==> src/rtl/ibex_mem_arb_pkg.sv <==
`default_nettype none
// ============================================================================
// Module      : ibex_mem_arb_pkg
// Description : Shared types and helpers for the Ibex instruction/data
//               memory arbiter (host IDs, outstanding-depth range check,
//               order-FIFO pointer sizing).
// Revision    : 1.0 - initial release
// ============================================================================
package ibex_mem_arb_pkg;

   // Host identifier; also the payload stored in the order FIFO.
   typedef enum logic {
      HostInstr = 1'b0,
      HostData  = 1'b1
   } arb_host_e;

   // Legal range for the number of device transactions in flight.
   localparam int unsigned MaxOutstandingMin = 1;
   localparam int unsigned MaxOutstandingMax = 8;

   // True when the requested outstanding depth is supported.
   function automatic logic max_outstanding_legal(input int unsigned n);
      return (n >= MaxOutstandingMin) && (n <= MaxOutstandingMax);
   endfunction

   // Pointer width for a FIFO of the given depth; never narrower than 1 bit
   // so a depth-1 FIFO still has a real pointer register.
   function automatic int unsigned arb_ptr_width(input int unsigned depth);
      return (depth > 1) ? $clog2(depth) : 1;
   endfunction

endpackage : ibex_mem_arb_pkg
`default_nettype wire

==> src/rtl/ibex_mem_arb_fifo.sv <==
`default_nettype none
// ============================================================================
// Module      : ibex_mem_arb_fifo
// Description : 1-bit wide order FIFO remembering which host issued each
//               granted device transaction, so in-order responses can be
//               routed back. Pointers wrap modulo Depth.
// Revision    : 1.0 - initial release
// ============================================================================
module ibex_mem_arb_fifo
   import ibex_mem_arb_pkg::*;
#(
   parameter  int unsigned Depth = 2,
   localparam int unsigned PtrW  = arb_ptr_width(Depth),
   localparam int unsigned CntW  = $clog2(Depth + 1)
) (
   input  logic            clk_i,
   input  logic            rst_i,
   input  logic            push_i,
   input  arb_host_e       push_host_i,
   input  logic            pop_i,
   output arb_host_e       head_o,
   output logic            full_o,
   output logic            empty_o,
   output logic [CntW-1:0] count_o
);

   logic [PtrW-1:0]        wr_ptr_q, wr_ptr_d;
   logic [PtrW-1:0]        rd_ptr_q, rd_ptr_d;
   logic [CntW-1:0]        count_q, count_d;
   // Storage is sized to the full pointer range so every pointer value
   // indexes a real bit; entries at or beyond Depth are never written.
   logic [(2**PtrW)-1:0]   mem_q, mem_d;
   logic                   push_ok;
   logic                   pop_ok;

   // Advance a pointer, wrapping after the last valid entry.
   function automatic logic [PtrW-1:0] ptr_inc(input logic [PtrW-1:0] p);
      if (p == PtrW'(Depth - 1)) begin
         return '0;
      end
      return p + PtrW'(1);
   endfunction

   // Next-state for storage, pointers and occupancy; pushes into a full
   // FIFO and pops from an empty one are ignored.
   always_comb begin
      push_ok  = push_i && (count_q != CntW'(Depth));
      pop_ok   = pop_i && (count_q != '0);
      mem_d    = mem_q;
      wr_ptr_d = wr_ptr_q;
      rd_ptr_d = rd_ptr_q;
      count_d  = count_q;

      if (push_ok) begin
         mem_d[wr_ptr_q] = push_host_i;
         wr_ptr_d        = ptr_inc(wr_ptr_q);
      end
      if (pop_ok) begin
         rd_ptr_d = ptr_inc(rd_ptr_q);
      end

      case ({push_ok, pop_ok})
         2'b10:   count_d = count_q + CntW'(1);
         2'b01:   count_d = count_q - CntW'(1);
         default: count_d = count_q;
      endcase
   end

   // State registers; reset empties the FIFO immediately.
   always_ff @(posedge clk_i or posedge rst_i) begin
      if (rst_i) begin
         mem_q    <= '0;
         wr_ptr_q <= '0;
         rd_ptr_q <= '0;
         count_q  <= '0;
      end else begin
         mem_q    <= mem_d;
         wr_ptr_q <= wr_ptr_d;
         rd_ptr_q <= rd_ptr_d;
         count_q  <= count_d;
      end
   end

   // Status outputs derived from the registered occupancy.
   always_comb begin
      head_o  = arb_host_e'(mem_q[rd_ptr_q]);
      full_o  = (count_q == CntW'(Depth));
      empty_o = (count_q == '0);
      count_o = count_q;
   end

endmodule : ibex_mem_arb_fifo
`default_nettype wire

==> src/rtl/ibex_mem_arbiter.sv <==
`default_nettype none
// ============================================================================
// Module      : ibex_mem_arbiter
// Description : Shares one single-ported req/gnt/rvalid memory bus between
//               the Ibex instruction-fetch and data hosts. Round-robin or
//               fixed (data-first) arbitration, up to MaxOutstanding
//               in-order transactions, responses routed by an order FIFO.
// Revision    : 1.0 - initial release
// ============================================================================
module ibex_mem_arbiter
   import ibex_mem_arb_pkg::*;
#(
   parameter int unsigned MaxOutstanding = 2,
   parameter bit          FixedPrio      = 1'b0,
   parameter int unsigned IntgWidth      = 7
) (
   input  logic                 clk_i,
   input  logic                 rst_i,

   // Instruction host
   input  logic                 instr_req_i,
   output logic                 instr_gnt_o,
   input  logic [31:0]          instr_addr_i,
   output logic                 instr_rvalid_o,
   output logic [31:0]          instr_rdata_o,
   output logic [IntgWidth-1:0] instr_rdata_intg_o,
   output logic                 instr_err_o,

   // Data host
   input  logic                 data_req_i,
   input  logic                 data_we_i,
   input  logic [3:0]           data_be_i,
   input  logic [31:0]          data_addr_i,
   input  logic [31:0]          data_wdata_i,
   input  logic [IntgWidth-1:0] data_wdata_intg_i,
   output logic                 data_gnt_o,
   output logic                 data_rvalid_o,
   output logic [31:0]          data_rdata_o,
   output logic [IntgWidth-1:0] data_rdata_intg_o,
   output logic                 data_err_o,

   // Device
   output logic                 mem_req_o,
   output logic                 mem_we_o,
   output logic [3:0]           mem_be_o,
   output logic [31:0]          mem_addr_o,
   output logic [31:0]          mem_wdata_o,
   output logic [IntgWidth-1:0] mem_wdata_intg_o,
   input  logic                 mem_gnt_i,
   input  logic                 mem_rvalid_i,
   input  logic [31:0]          mem_rdata_i,
   input  logic [IntgWidth-1:0] mem_rdata_intg_i,
   input  logic                 mem_err_i,

   output logic                 unexpected_rsp_o
);

   localparam int unsigned CntW = $clog2(MaxOutstanding + 1);

   // Reject unsupported outstanding depths at elaboration.
   if (!max_outstanding_legal(MaxOutstanding)) begin : g_bad_max_outstanding
      $error("ibex_mem_arbiter: MaxOutstanding must be within 1..8");
   end

   arb_host_e       last_q, last_d;
   arb_host_e       winner;
   logic            any_req;
   logic            accept;
   logic            fifo_pop;
   logic            fifo_full;
   logic            fifo_empty;
   arb_host_e       fifo_head;
   logic [CntW-1:0] fifo_count;

   // Pick the winning host from the current requests; on a tie the data
   // host wins under fixed priority, otherwise the host not granted last.
   always_comb begin
      winner = HostInstr;
      case ({instr_req_i, data_req_i})
         2'b01:   winner = HostData;
         2'b10:   winner = HostInstr;
         2'b11:   winner = FixedPrio ? HostData
                                     : ((last_q == HostInstr) ? HostData : HostInstr);
         default: winner = HostInstr;
      endcase
   end

   // Device request mux and host grants. Request is blocked while the order
   // FIFO is full, independent of a same-cycle response, so there is no
   // combinational path from mem_rvalid_i to mem_req_o.
   always_comb begin
      any_req   = instr_req_i || data_req_i;
      mem_req_o = any_req && !fifo_full;
      accept    = mem_req_o && mem_gnt_i;

      if (winner == HostData) begin
         mem_addr_o = data_addr_i;
         mem_we_o   = data_we_i;
         mem_be_o   = data_be_i;
      end else begin
         mem_addr_o = instr_addr_i;
         mem_we_o   = 1'b0;
         mem_be_o   = 4'hF;
      end

      // Write data always follows the data host; it is ignored on reads.
      mem_wdata_o      = data_wdata_i;
      mem_wdata_intg_o = data_wdata_intg_i;

      instr_gnt_o = accept && (winner == HostInstr);
      data_gnt_o  = accept && (winner == HostData);
   end

   // Remember the last host whose grant was actually accepted.
   always_comb begin
      last_d = accept ? winner : last_q;
   end

   // Last-granted register.
   always_ff @(posedge clk_i or posedge rst_i) begin
      if (rst_i) begin
         last_q <= HostInstr;
      end else begin
         last_q <= last_d;
      end
   end

   // Order FIFO: push the winner on every accepted grant, pop on response.
   ibex_mem_arb_fifo #(
      .Depth (MaxOutstanding)
   ) u_fifo (
      .clk_i       (clk_i),
      .rst_i       (rst_i),
      .push_i      (accept),
      .push_host_i (winner),
      .pop_i       (fifo_pop),
      .head_o      (fifo_head),
      .full_o      (fifo_full),
      .empty_o     (fifo_empty),
      .count_o     (fifo_count)
   );

   // Response routing: the FIFO head steers rvalid; a response with nothing
   // outstanding is dropped and flagged instead.
   always_comb begin
      fifo_pop         = mem_rvalid_i && !fifo_empty;
      unexpected_rsp_o = mem_rvalid_i && fifo_empty;

      instr_rvalid_o = fifo_pop && (fifo_head == HostInstr);
      data_rvalid_o  = fifo_pop && (fifo_head == HostData);

      instr_rdata_o      = mem_rdata_i;
      instr_rdata_intg_o = mem_rdata_intg_i;
      instr_err_o        = mem_err_i;
      data_rdata_o       = mem_rdata_i;
      data_rdata_intg_o  = mem_rdata_intg_i;
      data_err_o         = mem_err_i;
   end

   // The full flag and the occupancy count must always agree.
   a_full_matches_count : assert property (
      @(posedge clk_i) disable iff (rst_i)
      fifo_full == (fifo_count == CntW'(MaxOutstanding))
   );

endmodule : ibex_mem_arbiter
`default_nettype wire
==> config.mk <==
export PLATFORM = sky130hd
export DESIGN_NAME = ibex_mem_arbiter
export DESIGN_NICKNAME = d
export VERILOG_FILES = /design/src/rtl/ibex_mem_arb_pkg.sv /design/src/rtl/ibex_mem_arb_fifo.sv /design/src/rtl/ibex_mem_arbiter.sv
export SDC_FILE = /design/constraint.sdc
export NUM_CORES = 1
export LEC_CHECK = 0
export BUFFER_PORTS_ARGS = -buffer_cell sky130_fd_sc_hd__buf_2
export CAP_MARGIN = 20
export CORE_AREA = 5 5 120 122
export DETAILED_ROUTE_END_ITERATION = 10
export DIE_AREA = 0 0 125 127
export PLACE_DENSITY_LB_ADDON = 0.3
export SYNTH_ARGS = -nofsm -noshare
export SYNTH_HDL_FRONTEND = slang
export SYNTH_SLANG_ARGS = --single-unit
==> constraint.sdc <==
create_clock -name clk_i -period 1.7 [get_ports clk_i]
set_clock_uncertainty 0.15 [all_clocks]
set_input_delay 0.17 -clock clk_i [delete_from_list [all_inputs] [get_ports clk_i]]
set_output_delay 0.17 -clock clk_i [all_outputs]
set_load 0.05 [all_outputs]
==> results of run 1 <==
-- sequential cells by signal (all words and copies together), names as in the netlist --
| signal | flops |
|---|---|
| u_fifo.rd_ptr_q | 1 |
| u_fifo.count_o | 2 |
| u_fifo.mem_q | 2 |
| u_fifo.wr_ptr_q | 1 |
| last_q | 1 |
-- metrics by stage --
stage / instance area, µm² / hold WS (ps)
6_report: 2427 / 166.5
2_1_floorplan: 1740 / -176.6
4_1_cts: 2187 / 190.3
3_3_place_gp: 1745 / -26.75
5_1_grt: 2427 / 190.1
3_5_place_dp: 1745 / -16.21
-- cells in the final DEF (no fill, tap or decap), types with 3 or more instances in the layout --
cell type | netlist | final
sky130_fd_sc_hd__dfrtp_1 | 7 | 6
sky130_fd_sc_hd__buf_12 | 0 | 4
sky130_fd_sc_hd__buf_8 | 0 | 27
sky130_fd_sc_hd__clkbuf_16 | 0 | 5
sky130_fd_sc_hd__buf_6 | 1 | 15
sky130_fd_sc_hd__xnor2_1 | 4 | 3
sky130_fd_sc_hd__mux2_4 | 2 | 29
sky130_fd_sc_hd__nand2b_1 | 4 | 4
sky130_fd_sc_hd__mux2_2 | 33 | 6
sky130_fd_sc_hd__buf_2 | 3 | 77
sky130_fd_sc_hd__buf_4 | 119 | 10
-- tightest hold or removal path: stages --
cell                      delay, ps
sky130_fd_sc_hd__buf_2          110
sky130_fd_sc_hd__o21ai_2         60
sky130_fd_sc_hd__buf_4          110
sky130_fd_sc_hd__xnor2_1         50
-- routing by layer --
layer,wire (µm),GRT usage (%)
met1,1695,4.992
met2,2669,9.965
met3,724,2.588
met4,289,3.635
met5,0,0
-- power breakdown --
group | switching [µW] | total, µW | internal [µW]
registers | 76.6 | 336 | 259
logic | 1070 | 2120 | 1040
clock network | 92.5 | 405 | 312
-- logic make-up after synthesis --
| group | share of synthesized area [%] |
|---|---|
| xor+xnor | 2.564 |
| fa+ha+maj | 0.7325 |
| simple gates | 6.886 |
| flops | 10.26 |
| buf+inv | 54.51 |
| compound gates | 0.9521 |
| mux | 24.10 |
-- timing repair --
item                                    CTS  global route
gates cloned                              1             2
resized for setup                        87            55
pin swaps                                 1             4
endpoints found under the hold margin     7             0
endpoints found under the setup margin   43            43
buffers inserted                          5             2
hold buffers                              1             0
-- worst paths after layout --
check	from	cells after the start	slack [ps]	to
worst max register to register	u_fifo.count_o[1]$_DFFE_PP0P_	5	0	last_q$_DFFE_PP0N_
max in group asynchronous	rst_i	3	880	u_fifo.count_o[0]$_DFFE_PP0P_
worst min-delay path	mem_rvalid_i	4	170	u_fifo.rd_ptr_q$_DFFE_PP0P_
min in group asynchronous	rst_i	3	280	u_fifo.rd_ptr_q$_DFFE_PP0P_
worst max-delay path	last_q$_DFFE_PP0N_	5	-210	mem_addr_o[0]
worst min register to register	u_fifo.rd_ptr_q$_DFFE_PP0P_	1	340	u_fifo.rd_ptr_q$_DFFE_PP0P_
-- cell type report --
cell class	count	area (µm²)	share of cell area (%)
Clock buffer	4	78.83	3.247
Inverter	2	7.507	0.3093
Multi-Input combinational cell	62	762.0	31.39
Sequential cell	7	176.4	7.268
Tap cell	176	220.2	9.072
Timing Repair Buffer	137	1182	48.71
==> flow_metrics.tcl, run 1 <==
set metrics [dict create \
    maximum_number_of_pins_on_one_net_before_global_route_repair 16 \
    synth_top_cells_by_count "sky130_fd_sc_hd__buf_4 (119), sky130_fd_sc_hd__mux2_2 (33), sky130_fd_sc_hd__dfrtp_1 (7)" \
    finalCoreUtilization_pct 18.55 \
    total_via_count_in_the_routed_design 1214 \
    grt_setup_unrepaired "true" \
    cp_buf_inv_count 3 \
    root_buffer "sky130_fd_sc_hd__clkbuf_16" \
    slew_at_the_pin_with_the_worst_max_slew_slack_ps 288.1 \
    final_hold_violation_count 0 \
    die_h_um 127 \
    hold_path_class "primary input to register" \
    synthesis.area_per_instance_um2 8.758 \
    design.die.area_mm2 0.01588 \
    cts_inserted_buffers 3 \
    tritoncts "done" \
    setup_crit_end_kind "output pin" \
    critical_path.cell_chain "a21boi_4, buf_12, clkbuf_16, mux2_4, buf_8" \
    synth_cell_type_count 26 \
    crit_arrival_ps 1590 \
    cells_after_synth 195 \
    drt_wl_total_mm 5.378 \
    final_min_period_ps 1906 \
    place.gp.congestion 0.7505 \
    required_ps 1380 \
    power_per_cell_area_mw_per_mm2 1177 \
    boundaryPins 316 \
    setup.worst_path.class "register to output pin" \
    layout_cells_sized_above_1_pct 88.21 \
    number_of_port_buffers 117 \
    min_period_over_period_pct 112.1 \
    synth-warning-count 0 \
    synth.cell_area_mm2 0.001708 \
    maxSlewViolCount 0 \
    synth-async-reset-ratio_pct 100.0 \
    violations "setup timing" \
    areaGrowthSynthToFinish_pct 42.12 \
    post_drt_via_cell_ratio 3.129 \
    globalRouteTotalUtil_pct 5.538 \
    yosys_register_bits 7 \
    synth_enable_flop_cells 0 \
    dp.cells 374 \
    report.final.setup_viol 38 \
    clock_path_buffers 2 \
    insertedDiodeCount 0 \
    core_region_area_mm2 0.01309 \
    dr.pass1.iters 4 \
    critical_path.top_delay_family "buffers and inverters" \
    placement_rows 42 \
    critical_path.slowest_cell "sky130_fd_sc_hd__dfrtp_1" \
    yosysMostFrequentCell "sky130_fd_sc_hd__buf_4" \
    dp_worst_setup_slack_ps -60.48 \
    post_route_worst_setup_slack_ps -206.3 \
    numClockSinks 7 \
    final_layout_setup_total_negative_slack_ps -6190 \
    result_of_the_run "finished, violations left" \
    synth-seq-area-share_pct 10.26 \
    via_count_of_the_first_global_routing_pass 1378 \
    synth_largest_area_cell "sky130_fd_sc_hd__buf_4" \
    drt-initial-drc-count 24 \
    synth.net_count 350 \
    timing.critical_path.fanout_max 7 \
    clkTransAtPathRegs_ps 40 \
    power.static_leakage_uw 0.001194 \
    fillerInstances 1429 \
    ys.flop_type "sky130_fd_sc_hd__dfrtp_1" \
    cpPeakStageDelay_ps 400 \
    initial_utilization_pct 13.05 \
    die-width_um 125 \
    achievable-frequency_ghz 0.5246 \
    htree_levels 1 \
    globalRouteOverflowTotal 0 \
    fraction_of_post_synthesis_cell_area_in_the_top_cell_type_by_area_pct 52.31 \
    timing.max_cap.violations 0 \
    critPathLaunchType "register" \
    vdd.ir_drop.worst_mv 0.3314 \
    layoutNonFillerInstCount 388 \
    slew_headroom_pct 80.77 \
    synth.top_cells.by_area "sky130_fd_sc_hd__buf_4 (52%), sky130_fd_sc_hd__mux2_2 (22%), sky130_fd_sc_hd__dfrtp_1 (10%), sky130_fd_sc_hd__xnor2_1 (2.1%), sky130_fd_sc_hd__mux2_4 (1.8%)" \
    route.antenna.remaining_nets 0 \
    post-dp-hpwl_mm 3.967 \
    antenna_found_initial 0 \
    final_nets 368 \
    route.detailed.drc 0 \
    drt-wirelength-per-cell_um 13.86 \
    power.total_uw 2856 \
    grt_pass1_wl_mm 7.203 \
    clock_latency_ps 230 \
]
(Power assumes the default switching activity.)
==> run 2: changes to the inputs <==
Clock period 1.7 ns to 1.5 ns, I/O delays scaled along.
==> flow_metrics.tcl, run 2 (synthesis gave the netlist of run 1 again) <==
set metrics [dict create \
    result_of_the_run "finished, violations left" \
    violations "setup timing" \
    final_hold_violation_count 0 \
    grt_setup_unrepaired "true" \
    placement_rows 42 \
    achievable-frequency_ghz 0.5219 \
    clock_path_buffers 2 \
    maximum_number_of_pins_on_one_net_before_global_route_repair 20 \
    layout_cells_sized_above_1_pct 93.27 \
    number_of_port_buffers 117 \
    insertedDiodeCount 0 \
    route.met2.wl_mm 2.503 \
    final_layout_setup_total_negative_slack_ps -15660 \
    grt_pass1_wl_mm 7.231 \
    antenna_found_initial 0 \
    m1_wl_mm 2.160 \
    layout_commonest_cell "sky130_fd_sc_hd__buf_2" \
    crit_arrival_ps 1620 \
    final_nets 379 \
    post-dp-hpwl_mm 4.008 \
    route.antenna.remaining_nets 0 \
    setup.worst_path.class "register to output pin" \
    critical_path.cell_chain "a21boi_4, buf_8, clkbuf_16, mux2_4, buf_6" \
    initial_utilization_pct 13.05 \
    timing.critical_path.fanout_max 5 \
    drt-initial-drc-count 22 \
    place.gp.congestion 0.8536 \
    timing.max_cap.violations 0 \
    report.final.setup_viol 46 \
    boundaryPins 316 \
    critPathLaunchType "register" \
    die_h_um 127 \
    post_route_worst_setup_slack_ps -416.1 \
    drt-wirelength-per-cell_um 14.17 \
    post_drt_via_cell_ratio 3.238 \
    numClockSinks 7 \
    via_count_of_the_first_global_routing_pass 1317 \
    total_via_count_in_the_routed_design 1292 \
    core_region_area_mm2 0.01309 \
    power.static_leakage_uw 0.001327 \
    clock_latency_ps 230 \
    die-width_um 125 \
    dr.pass1.iters 2 \
    topRoutingLayerUsed "met4" \
    tritoncts "done" \
    route.detailed.drc 0 \
    drt_wl_total_mm 5.655 \
    globalRouteOverflowTotal 0 \
    areaGrowthSynthToFinish_pct 54.95 \
    root_buffer "sky130_fd_sc_hd__clkbuf_16" \
    min_period_over_period_pct 127.7 \
    slew_headroom_pct 79.77 \
    clkTransAtPathRegs_ps 40 \
    final_min_period_ps 1916 \
    routed-wl-met3_um 826 \
    critical_path.slowest_cell "sky130_fd_sc_hd__dfrtp_1" \
    design.die.area_mm2 0.01588 \
    layout_common_cells "sky130_fd_sc_hd__buf_2 (74), sky130_fd_sc_hd__buf_6 (47), sky130_fd_sc_hd__mux2_4 (35)" \
    required_ps 1200 \
    setup_crit_end_kind "output pin" \
    cts_inserted_buffers 3 \
    cpPeakStageDelay_ps 400 \
    maxSlewViolCount 0 \
    htree_levels 1 \
    power_per_cell_area_mw_per_mm2 1393 \
    slew_at_the_pin_with_the_worst_max_slew_slack_ps 303.2 \
    hold_path_class "primary input to output pin" \
    finalCoreUtilization_pct 20.22 \
    vdd.ir_drop.worst_mv 0.9605 \
    globalRouteTotalUtil_pct 5.660 \
]
## run 2: where the power goes
part	switching, µW	internal (µW)	leakage, µW	total (µW)
Sequential	84.7	291	0.0000834	376
Combinational	1380	1470	0.00121	2850
Clock	106	354	0.0000382	460
Total	1570	2110	0.00133	3690
## run 2: layout make-up
class | instances | area [µm²]
fillers | 1411 | 10440
inverters | 2 | 7.507
flip-flops and latches | 7 | 175.2
repair buffers | 148 | 1290
clock buffers | 4 | 78.83
multi-input cells | 62 | 874.6
well taps | 176 | 220.2
## run 2: per-layer routing
metal / GRT usage, % / vias to the layer above
met1: 5.777 / 581
met2: 9.143 / 125
met4: 2.615 / 0
li1: - / 564
met5: 0 / -
met3: 3.631 / 22
## run 2: worst max-delay path, delay by kind of cell, from the launching register on
kind / cells / cell delay, ps
AO/OA/AOI/OAI: 1 / 190
buffers and inverters: 3 / 480
flip-flops: 1 / 400
multiplexers: 1 / 310
## run 2: final timing paths
check	from	end	slack [ps]	cells past startpoint
hold reg to reg	u_fifo.rd_ptr_q$_DFFE_PP0P_	u_fifo.rd_ptr_q$_DFFE_PP0P_	350	1
min in group asynchronous	rst_i	last_q$_DFFE_PP0N_	260	3
hold / removal	data_wdata_intg_i[0]	mem_wdata_intg_o[0]	150	0
setup / recovery	last_q$_DFFE_PP0N_	mem_addr_o[2]	-420	5
max in group asynchronous	rst_i	u_fifo.mem_q[1]$_DFFE_PP0P_	710	3
setup reg to reg	u_fifo.count_o[1]$_DFFE_PP0P_	u_fifo.count_o[1]$_DFFE_PP0P_	-220	6
## run 2: repair_timing
item	in CTS	in global routing
gates resized for setup	95	41
pin swaps	6	5
endpoints found under the hold margin	7	0
gates cloned	1	4
endpoints found under the setup margin	47	49
hold buffers	1	0
setup buffers	11	8
## run 2: metrics by stage
stage	area (µm²)	power, µW	worst slack [ps]	std cells	hold slack, ps
global route	2646	3854	-460.3	399	150.1
finish	2646	3685	-416.1	399	150.0
global placement	1834	2234	-217.2	374	-41.21
CTS	2347	3229	-431.8	390	150.3
floorplan	1884	2642	-323.8	195	-196.6
detailed placement	1834	2240	-246.9	374	-35.33
